**src/rtl/hv_pkg.sv**
```systemverilog
// HDC job sequencer shared definitions.
// State encoding and default widths for the sequencer and its counters.
package hv_pkg;

    localparam int N_CORES    = 32;
    localparam int ITEM_W_DEF = 16;
    localparam int CNT_W_DEF  = 20;
    localparam int REM_W_DEF  = $clog2(N_CORES);

    typedef enum logic [1:0] {
        S_IDLE,
        S_GEN,
        S_RUN,
        S_DRAIN
    } state_t;

endpackage

```
**src/rtl/hv_window_cnt.sv**
```systemverilog
// Nested beat (j) / window (i) counter for the stream-consume phase.
// Flags the beat closing a window and the beat closing the whole job.
module hv_window_cnt
    import hv_pkg::*;
#(
    parameter int CNT_W = CNT_W_DEF
) (
    input  logic             clk,
    input  logic             rst,
    input  logic             clr,
    input  logic             beat,
    input  logic [CNT_W-1:0] ngram,
    input  logic [CNT_W-1:0] groups,
    output logic             win_end,
    output logic             job_end
);

    logic [CNT_W-1:0] j_q;
    logic [CNT_W-1:0] i_q;

    assign win_end = beat && (j_q == ngram);
    assign job_end = win_end && (i_q == groups);

    // j wraps at ngram and carries into i; i wraps after the final window
    always_ff @(posedge clk) begin
        if (rst || clr) begin
            j_q <= '0;
            i_q <= '0;
        end else if (beat) begin
            if (win_end) begin
                j_q <= '0;
                i_q <= job_end ? '0 : i_q + 1'b1;
            end else begin
                j_q <= j_q + 1'b1;
            end
        end
    end

endmodule

```
**src/rtl/hv_job_sequencer.sv**
```systemverilog
// HDC encoding job sequencer: item-memory gen, stream run, result drain.
// Latches job config, throttles the input stream, emits datapath pulses.
module hv_job_sequencer
    import hv_pkg::*;
#(
    parameter int ITEM_W = ITEM_W_DEF,
    parameter int CNT_W  = CNT_W_DEF,
    parameter int REM_W  = REM_W_DEF
) (
    input  logic              clk,
    input  logic              rst,
    input  logic              cfg_start,
    input  logic              cfg_abort,
    input  logic [ITEM_W-1:0] cfg_item_num,
    input  logic [CNT_W-1:0]  cfg_ngram,
    input  logic [CNT_W-1:0]  cfg_groups,
    input  logic [REM_W-1:0]  cfg_remainder,
    input  logic              get_valid,
    output logic              get_ready,
    output logic              get_v,
    input  logic              stream_done,
    output logic              gen,
    output logic              run,
    output logic [ITEM_W-1:0] item_a,
    output logic              exec,
    output logic              update,
    output logic              last_update,
    output logic              get_fin,
    output logic [REM_W-1:0]  remainder_q,
    output logic              busy,
    output logic              done,
    output logic              aborted
);

    state_t state_q;
    state_t state_d;

    logic [ITEM_W-1:0] item_num_q;
    logic [CNT_W-1:0]  ngram_q;
    logic [CNT_W-1:0]  groups_q;

    logic start_ok;
    logic abort_ok;
    logic gen_last;
    logic win_end;
    logic job_end;

    assign get_ready = (state_q == S_RUN);
    assign get_v     = get_valid && get_ready;
    assign gen       = (state_q == S_GEN);
    assign run       = (state_q == S_RUN) || (state_q == S_DRAIN);
    assign busy      = (state_q != S_IDLE);

    hv_window_cnt #(
        .CNT_W(CNT_W)
    ) u_win (
        .clk    (clk),
        .rst    (rst),
        .clr    (start_ok || abort_ok),
        .beat   (get_v),
        .ngram  (ngram_q),
        .groups (groups_q),
        .win_end(win_end),
        .job_end(job_end)
    );

    // State register
    always_ff @(posedge clk) begin
        if (rst) begin
            state_q <= S_IDLE;
        end else begin
            state_q <= state_d;
        end
    end

    // Next-state decode; abort overrides everything outside IDLE
    always_comb begin
        state_d  = state_q;
        start_ok = 1'b0;
        abort_ok = 1'b0;
        gen_last = 1'b0;
        unique case (state_q)
            S_IDLE: begin
                if (cfg_start && !cfg_abort) begin
                    start_ok = 1'b1;
                    state_d  = S_GEN;
                end
            end
            S_GEN: begin
                gen_last = (item_a == item_num_q);
                if (gen_last) state_d = S_RUN;
            end
            S_RUN: begin
                if (job_end) state_d = S_DRAIN;
            end
            S_DRAIN: begin
                if (stream_done) state_d = S_IDLE;
            end
            default: state_d = S_IDLE;
        endcase
        if (cfg_abort && (state_q != S_IDLE)) begin
            abort_ok = 1'b1;
            state_d  = S_IDLE;
        end
    end

    // Config latches, item address, sticky flags and datapath pulses
    always_ff @(posedge clk) begin
        if (rst) begin
            item_num_q  <= '0;
            ngram_q     <= '0;
            groups_q    <= '0;
            remainder_q <= '0;
            item_a      <= '0;
            done        <= 1'b0;
            aborted     <= 1'b0;
            exec        <= 1'b0;
            update      <= 1'b0;
            last_update <= 1'b0;
            get_fin     <= 1'b0;
        end else begin
            if (start_ok) begin
                item_num_q  <= cfg_item_num;
                ngram_q     <= cfg_ngram;
                groups_q    <= cfg_groups;
                remainder_q <= cfg_remainder;
                done        <= 1'b0;
                aborted     <= 1'b0;
            end
            if (abort_ok) begin
                aborted <= 1'b1;
            end else if ((state_q == S_DRAIN) && stream_done) begin
                done <= 1'b1;
            end
            if (gen && !gen_last && !abort_ok) begin
                item_a <= item_a + 1'b1;
            end else begin
                item_a <= '0;
            end
            exec        <= get_v && !abort_ok;
            update      <= win_end && !abort_ok;
            last_update <= job_end && !abort_ok;
            get_fin     <= last_update && !abort_ok;
        end
    end

endmodule

```
**config.mk**
```make
export PLATFORM = sky130hd
export DESIGN_NAME = hv_job_sequencer
export DESIGN_NICKNAME = d
export VERILOG_FILES = /design/src/rtl/hv_pkg.sv /design/src/rtl/hv_window_cnt.sv /design/src/rtl/hv_job_sequencer.sv
export SDC_FILE = /design/constraint.sdc
export NUM_CORES = 1
export LEC_CHECK = 0
export ABC_AREA = 1
export CAP_MARGIN = 20
export CORE_MARGIN = 2
export CORE_UTILIZATION = 49
export DETAILED_ROUTE_END_ITERATION = 16
export MAX_ROUTING_LAYER = met4
export PLACE_DENSITY = 0.78
export SETUP_SLACK_MARGIN = 0.3
export SYNTH_ARGS = -nofsm -noshare
export SYNTH_HDL_FRONTEND = slang
export SYNTH_SLANG_ARGS = --single-unit
```
**constraint.sdc**
```tcl
create_clock -name clk -period 4.3 [get_ports clk]
set_input_delay 0.645 -clock clk [delete_from_list [all_inputs] [get_ports clk]]
set_output_delay 0.645 -clock clk [all_outputs]
set_load 0.02 [all_outputs]
```
### After elaboration in Yosys (flattened, before gate mapping)

Cells that the tools add are included.

* add/subtract/negate cells: 3
* equality and inequality tests: 10
* mux-type cells: 16
* bitwise logic cells: 1
* reductions and logical operators: 25

Operators by type and width (count)
* $add 20x1->20 const B: 2
* $eq 20x20->1: 2
* $mux 20: 2
* $add 16x1->16 const B: 1
* $eq 16x16->1: 1
* $logic_and 1x1->1: 12
* $mux 1: 9
* $mux 2: 4
* $pmux 2 s4: 1
* $eq 2x2->1 const B: 2
* $ne 2x1->1 const B: 2
* $ne 2x2->1 const B: 2
* $reduce_and 4->1: 1
* $reduce_bool 2->1: 2
* $reduce_or 2->1: 2
* $logic_not 1->1: 3
* $logic_or 1x1->1: 3
* $eq 2x1->1 const B: 1
* $logic_not 2->1: 1
* $reduce_and 2->1: 1
* $not 1->1: 1

* bits in registers: 125
* input bits: 67

### Depth between registers and ports, before layout

* word-level depth: 7
* gate-level depth with buffers: 12
* mapped depth without buffers: 12

### Hierarchy

A second synthesis with hierarchy kept.

* cells, all modules: 1020
* area total of the unflattened synthesis: 6505.0 µm²

Modules (own cells, without submodules)
* hv_job_sequencer: times used 1, cells each 478, area an instance 3500.9 µm², sequential area each 1701.6 µm²
* hv_window_cnt: times used 1, cells each 542, area an instance 3004.1 µm², sequential area each 800.8 µm²

### Worst setup path before layout

OpenSTA, ideal clock, no wires.

* path type: reg-to-reg
* from: reg state_q[0]
* to: reg u_win.j_q[11]
* arrival: 1.732 ns
* required time: 4.222 ns
* slack: 2.491 ns
* cell stages (with the launch flop): 10
* path buffers: 1
* cells stage by stage: dfxtp_1 > inv_1 > ha_1 > nand2_2 > buf_2 > nor4_4 > nand2_1 > nor2_1 > a21oi_1 > nor3_1

RTL lines
* from (decl): RTL line hv_job_sequencer.sv:35 `state_t state_q;`
* from (signal assigned): RTL line hv_job_sequencer.sv:72 `state_q <= state_d;`
* $eq 2x2->1 (*): RTL line hv_job_sequencer.sv:48 `assign get_ready = (state_q == S_RUN);`
* named net get_ready: RTL line hv_job_sequencer.sv:19 `output logic get_ready,`
* $logic_and 1x1->1 (*): RTL line hv_job_sequencer.sv:49 `assign get_v = get_valid && get_ready;`
* $logic_and 1x1->1: RTL line hv_window_cnt.sv:21 `assign win_end = beat && (j_q == ngram);`
* $mux 20: RTL line hv_window_cnt.sv:30 `if (win_end) begin`
* to (signal assigned): RTL line hv_window_cnt.sv:34 `j_q <= j_q + 1'b1;`
* to (decl): RTL line hv_window_cnt.sv:18 `logic [CNT_W-1:0] j_q;`

The timed path passes the listed nets; every way through them passes the cells marked *.
A chain may end at the register's enable or synchronous reset.

### Final worst setup path

* from: reg state_q[0]
* to: out get_v

* longest elaborated chain between the ends: 2

Ends and longest elaborated chain
* $eq 2x2->1: RTL line hv_job_sequencer.sv:48
* $logic_and 1x1->1: RTL line hv_job_sequencer.sv:49
* to (decl): RTL line hv_job_sequencer.sv:20 `output logic get_v,`

No other way between the ends.

==> out/qor.txt <==
Net count after synthesis: 921
Max VDD drop: 0.277 mV
Crit path max fanout: 13
Crit path capture type: primary output
Worst R2R Path Depth: 7
Num CTS Buffers: 17
DP Cell Count: 1,085
Rel. slew slack: 0.537
Commonest cells in the synthesized netlist: nand2_1 (149), nor2_1 (148), dfxtp_1 (125)
Status: complete, no violations
Final period util: 0.695
GP Congestion: 0.900
Most frequent cell after synthesis: nand2_1
Final instance area: 7800 um^2
Initial antenna violation count: 0
Min Tclk post-route: 2990 ps
Final WS setup: 1310 ps
Number of global-route vias before repair: 5,236
First-pass GRT wire length: 24,400 um
Post-Synthesis Cells: 846
Total wire length: 14,700 um
CTS H-tree lvls: 4
Post-DP HPWL: 10,200 um
Largest cells by area after synthesis: dfxtp_1 (41%), nand2_1 (9.2%), nor2_1 (9.1%)
Clock Tree Buf Depth: 2
CP startpoint kind: register
Yosys top cell by area: dfxtp_1
Synth Register Bits: 125
RR Endpoint: u_win.j_q[2]
Clk_lat worst skew: 430 ps
Clock skew: 8.37 ps
DIE HEIGHT: 115 um
Fillers: 1,051
Initial Util: 0.505
Slew at the pin with the worst max-slew slack: 693 ps
Port-buffer cells: 98
Routed Antenna Nets: 0
Layout area overhead: 28.1%
Largest net degree at the start of global routing: 41
CTS tree: yes
Via count of the routed design: 5,627
Leakage: 3.04 nW
Synth top area share: 0.411
Hold Violations, Final: 0
Most frequently used flop master after synthesis: dfxtp_1
CTS resizes: 0
Post-synthesis cell area: 6090 um^2
Proportion of layout cells with a drive suffix above 1: 0.0727
Core Rows: 40
N_diodes: 0
Global Route Usage Sum: 0.242
Setup Crit Path Kind: reg2out
Worst hold slack: 437 ps
Post-placement setup slack: 1370 ps
DRT iter0 DRCs: 391
Placed instance area: 7170 um^2
Die width: 115 um
Root buffer cell: clkbuf_16
Core Footprint: 12,100 um^2
Total negative slack: 0 ps
Max Freq: 335 MHz
MaxCap Viol Count: 0
Post-layout util: 0.647
Worst hold-check path type: reg2reg
Clock slew at reported path FFs: 50 ps
Clock sinks: 125
Mean Syn Cell Area: 7.20 um^2
FFs w/ async S/R, synth: 0
Post-synthesis sequential area ratio: 0.411
Reg2reg start: state_q[0]
First drt pass iteration count: 5
Global route overflow: 0
Hold Crit Start: last_update
Number of synthesized flops with an enable pin: 0
Layout Cells excl Fill: 1,117
# IOs: 99
Pwr Total: 3.56 mW
Worst Hold Path EP: get_fin
FF-to-FF setup slack: 2090 ps
Vias/cell: 5.04
# DRC: 0
Hold Path Cell Cnt: 2
Postcts setup bufs: 0
NumNets Final: 1,012
Synth warn: 0
Final Max Slew Viols: 0
Wire length per cell: 13.1 um
CP arrival: 2340 ps
Req. time, crit path: 3650 ps
Setup violators final: 0
Unique cell type count in the Yosys netlist: 37
Die ar.: 13,300 um^2
RSZ-0062 raised after global routing: false
Hold Buf Count CTS: 0
Pwr/cell area: 456 nW/um^2
## worst max-delay path, stage by stage (launching register included)
cell	delay, ps
dfxtp_1	340
inv_1	110
ha_1	270
nand2_2	250
inv_1	270
clkdlybuf4s50_1	670
## metal layers
layer	vias to the layer above	track usage	routed length [um]
met5	-	-	0
met4	0	0.0627	157
met3	15	0.0790	914
met2	157	0.367	6740
met1	2569	0.312	6860
li1	2886	-	-
## power breakdown
part           internal (mW)  total, mW  switching (mW)  leakage, nW
combinational          0.295      0.717           0.422         1.73
sequential              1.29       1.37          0.0860         1.02
clock                  0.967       1.47           0.503        0.293
## flip-flops by register name, summed over array words and instances, names as in the netlist, 2 cells and up
signal	flops
u_win.j_q	20
item_num_q	16
item_a	16
u_win.i_q	20
groups_q	20
remainder_q	5
state_q	2
ngram_q	20
## cell type report
cell class	count	area (um^2)	share of cell area
clock buffer	25	495	0.0635
clock inverter	6	108	0.0138
inverter	85	319	0.0409
multi-input combinational	605	3130	0.401
sequential	125	2500	0.321
tap	168	210	0.0270
timing repair buffer	103	1040	0.133
## logic make-up after synthesis
| kind of cell | Yosys count | synth area share |
|---|---|---|
| AOI/OAI and AO/OA | 123 | 0.102 |
| and+or+nand+nor | 416 | 0.310 |
| buffers and inverters | 116 | 0.0768 |
| xor gates and xnor gates | 58 | 0.0834 |
| DFF | 125 | 0.411 |
| adders and majority gates | 8 | 0.0164 |
## worst max-delay path by stage
stage	start	to	slack (ps)	depth (start not counted)
global route	state_q[0]	get_v	1190	5
CTS	state_q[0]	get_v	1280	5
global placement	get_valid	get_v	1390	4
finish	state_q[0]	get_v	1310	5
detailed placement	get_valid	get_v	1370	4
floorplan	state_q[0]	u_win.j_q[11]	2490	9
## cell usage in the layout, fill, tap and decap left out, drive strengths merged, types with 4 or more instances in the layout
master,count
a21oi,50
buf,5
clkbuf,25
clkdlybuf4s50,98
dfxtp,125
ha,8
inv,84
nand2,156
nand3,32
nand4,14
nor2,156
nor3,35
nor3b,12
nor4,4
o21ai,70
or2,4
xnor2,34
xor2,24
Note: power is estimated with default switching activity, not from simulation.
